`src/rtl/riscoffee_pkg.sv`:
```
// Types shared by the memory arbiter, riscoffee_ram and the core.
// Read-response owner and the RAM request struct.
package riscoffee_pkg;

    typedef enum logic [1:0] {
        RESP_NONE = 2'd0,
        RESP_IF   = 2'd1,
        RESP_MA   = 2'd2
    } resp_owner_e;

    typedef struct packed {
        logic [31:0] addr;
        logic        we;
        logic [3:0]  be;
        logic [31:0] wdata;
    } mem_req_t;

    localparam int STREAK_W = 4;

endpackage

```
`src/rtl/riscoffee_mem_arbiter.sv`:
```
// IF/MA arbiter for the shared single-port RAM: MA priority, IF starvation guard,
// 1-cycle read-response routing. Optional perf counters under RISCOFFEE_ARB_PERF_EN.
module riscoffee_mem_arbiter
    import riscoffee_pkg::*;
#(
    parameter int ADDR_W        = 14,
    parameter int MAX_MA_STREAK = 4
) (
    input  logic              CLK,
    input  logic              RST_N,
    input  logic              IF_REQ,
    input  logic [31:0]       IF_ADDR,
    input  logic              IF_FLUSH,
    output logic              IF_GNT,
    output logic              IF_RVALID,
    output logic [31:0]       IF_RDATA,
    input  logic              MA_REQ,
    input  logic              MA_WE,
    input  logic [3:0]        MA_BE,
    input  logic [31:0]       MA_ADDR,
    input  logic [31:0]       MA_WDATA,
    output logic              MA_GNT,
    output logic              MA_RVALID,
    output logic [31:0]       MA_RDATA,
    output logic              MEM_EN,
    output logic [3:0]        MEM_WE,
    output logic [ADDR_W-1:0] MEM_ADDR,
    output logic [31:0]       MEM_WDATA,
    input  logic [31:0]       MEM_RDATA,
    output logic [31:0]       PERF_IF_WAIT,
    output logic [31:0]       PERF_MA_GNT
);

    localparam logic [STREAK_W-1:0] STREAK_MAX = STREAK_W'(MAX_MA_STREAK);

    resp_owner_e         resp_q, resp_d;
    logic [STREAK_W-1:0] streak_q, streak_d;
    logic                if_gnt, ma_gnt;
    mem_req_t            req;

    always_comb begin
        if_gnt    = 1'b0;
        ma_gnt    = 1'b0;
        streak_d  = streak_q;
        resp_d    = RESP_NONE;
        req       = '0;
        IF_RVALID = 1'b0;
        IF_RDATA  = '0;
        MA_RVALID = 1'b0;
        MA_RDATA  = '0;

        // Grants are held off while reset is asserted so nothing reaches the RAM.
        if (RST_N) begin
            if (IF_REQ && (!MA_REQ || streak_q == STREAK_MAX)) begin
                if_gnt = 1'b1;
            end else if (MA_REQ) begin
                ma_gnt = 1'b1;
            end
        end

        if (!IF_REQ || if_gnt) begin
            streak_d = '0;
        end else if (ma_gnt && streak_q < STREAK_MAX) begin
            streak_d = streak_q + 1'b1;
        end

        if (if_gnt) begin
            req.addr = IF_ADDR;
            resp_d   = RESP_IF;
        end else if (ma_gnt) begin
            req.addr  = MA_ADDR;
            req.we    = MA_WE;
            req.be    = MA_BE;
            req.wdata = MA_WDATA;
            resp_d    = MA_WE ? RESP_NONE : RESP_MA;
        end

        if (RST_N) begin
            unique case (resp_q)
                RESP_IF: begin
                    IF_RVALID = !IF_FLUSH;
                    IF_RDATA  = MEM_RDATA;
                end
                RESP_MA: begin
                    MA_RVALID = 1'b1;
                    MA_RDATA  = MEM_RDATA;
                end
                default: ;
            endcase
        end
    end

    always_ff @(posedge CLK) begin
        if (!RST_N) begin
            resp_q   <= RESP_NONE;
            streak_q <= '0;
        end else begin
            resp_q   <= resp_d;
            streak_q <= streak_d;
        end
    end

    assign IF_GNT    = if_gnt;
    assign MA_GNT    = ma_gnt;
    assign MEM_EN    = if_gnt | ma_gnt;
    assign MEM_WE    = req.we ? req.be : 4'b0000;
    assign MEM_ADDR  = req.addr[ADDR_W+1:2];
    assign MEM_WDATA = req.wdata;

    // Byte-offset and out-of-range address bits are dropped on purpose (wrap-around).
    logic unused_addr_bits;
    assign unused_addr_bits = ^{req.addr[31:ADDR_W+2], req.addr[1:0]};

`ifdef RISCOFFEE_ARB_PERF_EN
    logic [31:0] perf_if_wait_q, perf_ma_gnt_q;

    always_ff @(posedge CLK) begin
        if (!RST_N) begin
            perf_if_wait_q <= '0;
            perf_ma_gnt_q  <= '0;
        end else begin
            if (IF_REQ && !if_gnt) perf_if_wait_q <= perf_if_wait_q + 32'd1;
            if (ma_gnt)            perf_ma_gnt_q  <= perf_ma_gnt_q + 32'd1;
        end
    end

    assign PERF_IF_WAIT = perf_if_wait_q;
    assign PERF_MA_GNT  = perf_ma_gnt_q;
`else
    assign PERF_IF_WAIT = '0;
    assign PERF_MA_GNT  = '0;
`endif

endmodule

```
`config.mk`:
```
export PLATFORM = sky130hd
export DESIGN_NAME = riscoffee_mem_arbiter
export DESIGN_NICKNAME = d
export VERILOG_FILES = /design/src/rtl/riscoffee_pkg.sv /design/src/rtl/riscoffee_mem_arbiter.sv
export SDC_FILE = /design/constraint.sdc
export NUM_CORES = 1
export LEC_CHECK = 0
export ABC_CLOCK_PERIOD_IN_PS = 1600
export BUFFER_PORTS_ARGS = -buffer_cell sky130_fd_sc_hd__buf_4
export CAP_MARGIN = 20
export CORE_AREA = 2 2 124 126
export DETAILED_ROUTE_END_ITERATION = 6
export DIE_AREA = 0 0 126 128
export GPL_ROUTABILITY_DRIVEN = 0
export PLACE_DENSITY_LB_ADDON = 0.15
export SETUP_SLACK_MARGIN = 0.2
export SLEW_MARGIN = 0
export SYNTH_ARGS = -nofsm -noshare
export SYNTH_HDL_FRONTEND = slang
export SYNTH_SLANG_ARGS = --single-unit
export TNS_END_PERCENT = 100
```
`constraint.sdc`:
```
create_clock -name CLK -period 1.6 [get_ports CLK]
set_input_delay 0.08 -clock CLK [delete_from_list [all_inputs] [get_ports CLK]]
set_output_delay 0.08 -clock CLK [all_outputs]
set_load 0.03 [all_outputs]
```
==> impl_metrics.toml <==
[worst_setup_path]
start_kind = "register"
startpoint = "streak_q[1]"
crit_required_ns = 1.52
critPathArrivalTime_ns = 1.62
crit_type = "reg -> out"
critPathCaptureType = "primary output"
cp_max_fo = 7
regToRegStartpoint = "streak_q[1]"

[detailed_routing]
wl_um = 8260
routedWlPerCell_um = 12.67
drc = 0
drt-initial-drc-count = 43
ant_nets = 0
routed-via-count = 2239
detail_route.vias_per_cell = 3.434
drt_pass1_iterations = 4

[sta]
setup_slack_ns = -0.1036
clock.fmax_mhz = 587.0
drv_slew = 0
min_period_over_period_pct = 106.5
hold_viol_final = 0
min_period_ns = 1.704
holdWs_ns = 0.06239
setup_viol = 49
rsz0062_at_grt = "true"
fin_skew_ns = 0.001243

[cells_and_area]
layout_common_cells = "buf_4 (139), buf_6 (91), and2_4 (64), conb_1 (64), and2_1 (32)"
syn2layout_area_growth_pct = 171.5
drive_gt1_share_pct = 75.00
nets = 606
final_common_cell = "buf_4"
design_area_um2 = 4447
final_cells = 652
fin_util_pct = 29.92
diodes = 0
fillers = 1551

[floorplan]
core_region_area_um2 = 14860
dieArea_um2 = 16130
dieHeight_um = 128
rows = 45
initial_core_util_pct = 11.02
die_w_um = 126
ios = 321

[clocking]
cts_max_level = 1
clock_sinks = 6
clk_pin_slew_ns = 0.03
clockBufferDepth = 2
clkLatencyLatePin_ns = 0.23
cts_hold_buf = 0
cts_root_buf = "clkbuf_16"
numCtsBuffers = 3
tritoncts = "done"

[synth]
yosysSeqAreaShare_pct = 7.334
synth_top_cells_by_area = "and2_1 (37%), buf_4 (30%), dfxtp_1 (7.3%), a22o_1 (7.0%), buf_6 (3.4%)"
synth.cell_area_um2 = 1638
synth_top_area_share_pct = 36.67
syn_inst = 224
synth_cell_types = 26
yosys_register_bits = 6
synth_area_leader_cell = "and2_1"
syn_avg_cell_area_um2 = 7.312
yosysWarnings = 0

[power]
p_leak_nw = 2.295
power_mw = 1.646
vdd_drop_max_mv = 0.2474
power_per_cell_area_nw_per_um2 = 370.1

[flow_run]
maxCapViolations = 0

[hold_path]
hp-class = "in -> reg"
hp-start = "MA_WE"

[global_route]
grt_max_degree = 34
grt_pass1_wl_um = 11210
grt_pass1_vias = 2123
antenna_found_initial = 0
grt_usage_pct = 8.710
grt.overflow.total = 0

[run_status]
status = "finished with violations"
violations = "negative setup slack"

[placed_design]
placed_cells = 623
io_buffers = 220
dpl_cell_area_um2 = 3366
hpwl_um = 5843
-- critical path, stage by stage, from the launching register on --
cell and delay (ns):
dfxtp_2 0.33, inv_2 0.04, ha_4 0.16, nand3b_1 0.15, a21oi_4 0.09, buf_6 0.13
buf_16 0.14, a22o_4 0.22, buf_6 0.13
-- per-stage QoR --
| stage | TNS, ns | setup WS, ns |
|---|---|---|
| after floorplan | 0 | 0.1540 |
| after global placement | 0 | 0.07848 |
| after detailed placement | 0 | 0.05050 |
| after CTS | -3.036 | -0.1203 |
| after global routing | -4.457 | -0.1730 |
| final | -2.441 | -0.1036 |
-- routing by layer --
layer,track usage (%),up-vias,wire length [µm]
met1,8.281,1002,2488
met4,2.133,0,47
met3,2.880,2,948
met5,0,-,0
li1,-,1064,-
met2,17.77,171,4775
-- state kept, by name (all words and copies together), names as in the netlist --
register / flops
streak_q: 4
resp_q: 2
-- cells by family after synthesis --
kind of cell | synth area share, %
DFF | 7.334
and+or+nand+nor | 43.32
buffers and inverters | 35.60
other | 0.2290
xor gates and xnor gates | 0.5349
muxes | 0.6112
AOI/OAI and AO/OA | 10.85
adders and majority gates | 1.528
-- repair_timing --
action / in CTS / in global routing
resized for setup: 152 / 23
buffers inserted: 13 / 2
pin swaps: 33 / 39
cloned: 6 / 5
endpoints found under the setup margin: 75 / 85
-- Yosys cell counts --
| master | number |
|---|---|
| and2_1 | 96 |
| buf_4 | 65 |
| a22o_1 | 13 |
| dfxtp_1 | 6 |
| buf_6 | 5 |
| clkbuf_1 | 5 |
| and3_1 | 4 |
| inv_1 | 4 |
| nor2_1 | 4 |
| a21oi_1 | 2 |
| ha_1 | 2 |
| nand2_1 | 2 |
| nand4_1 | 2 |
| nor2b_1 | 2 |
| a21oi_2 | 1 |
| a22o_2 | 1 |
| a41oi_4 | 1 |
| and3b_2 | 1 |
| and4bb_2 | 1 |
| buf_2 | 1 |
| conb_1 | 1 |
| mux2i_1 | 1 |
| nand2_2 | 1 |
| nand3b_1 | 1 |
| o21a_1 | 1 |
| xnor2_1 | 1 |
-- final timing paths --
kind	end	slack, ns	depth (start not counted)
max reg2reg	resp_q[1]	0.24	7
min	resp_q[1]	0.06	2
min reg2reg	streak_q[2]	0.51	2
max	MEM_ADDR[8]	-0.10	8
-- area by class of cell --
type | count | area [µm²] | area share (%)
clock buffer | 3 | 75.07 | 1.688
sequential | 6 | 123.9 | 2.786
inverter | 4 | 15.01 | 0.3376
timing repair buffer | 250 | 2524 | 56.75
tap | 188 | 235.2 | 5.290
multi-input combinational | 201 | 1474 | 33.15
-- power by group --
group	internal, mW	switching (mW)
Combinational	0.506	0.585
Sequential	0.153	0.00140
Clock	0.320	0.0791
Total	0.980	0.665
No activity file was read; power rests on OpenSTA's default activity.
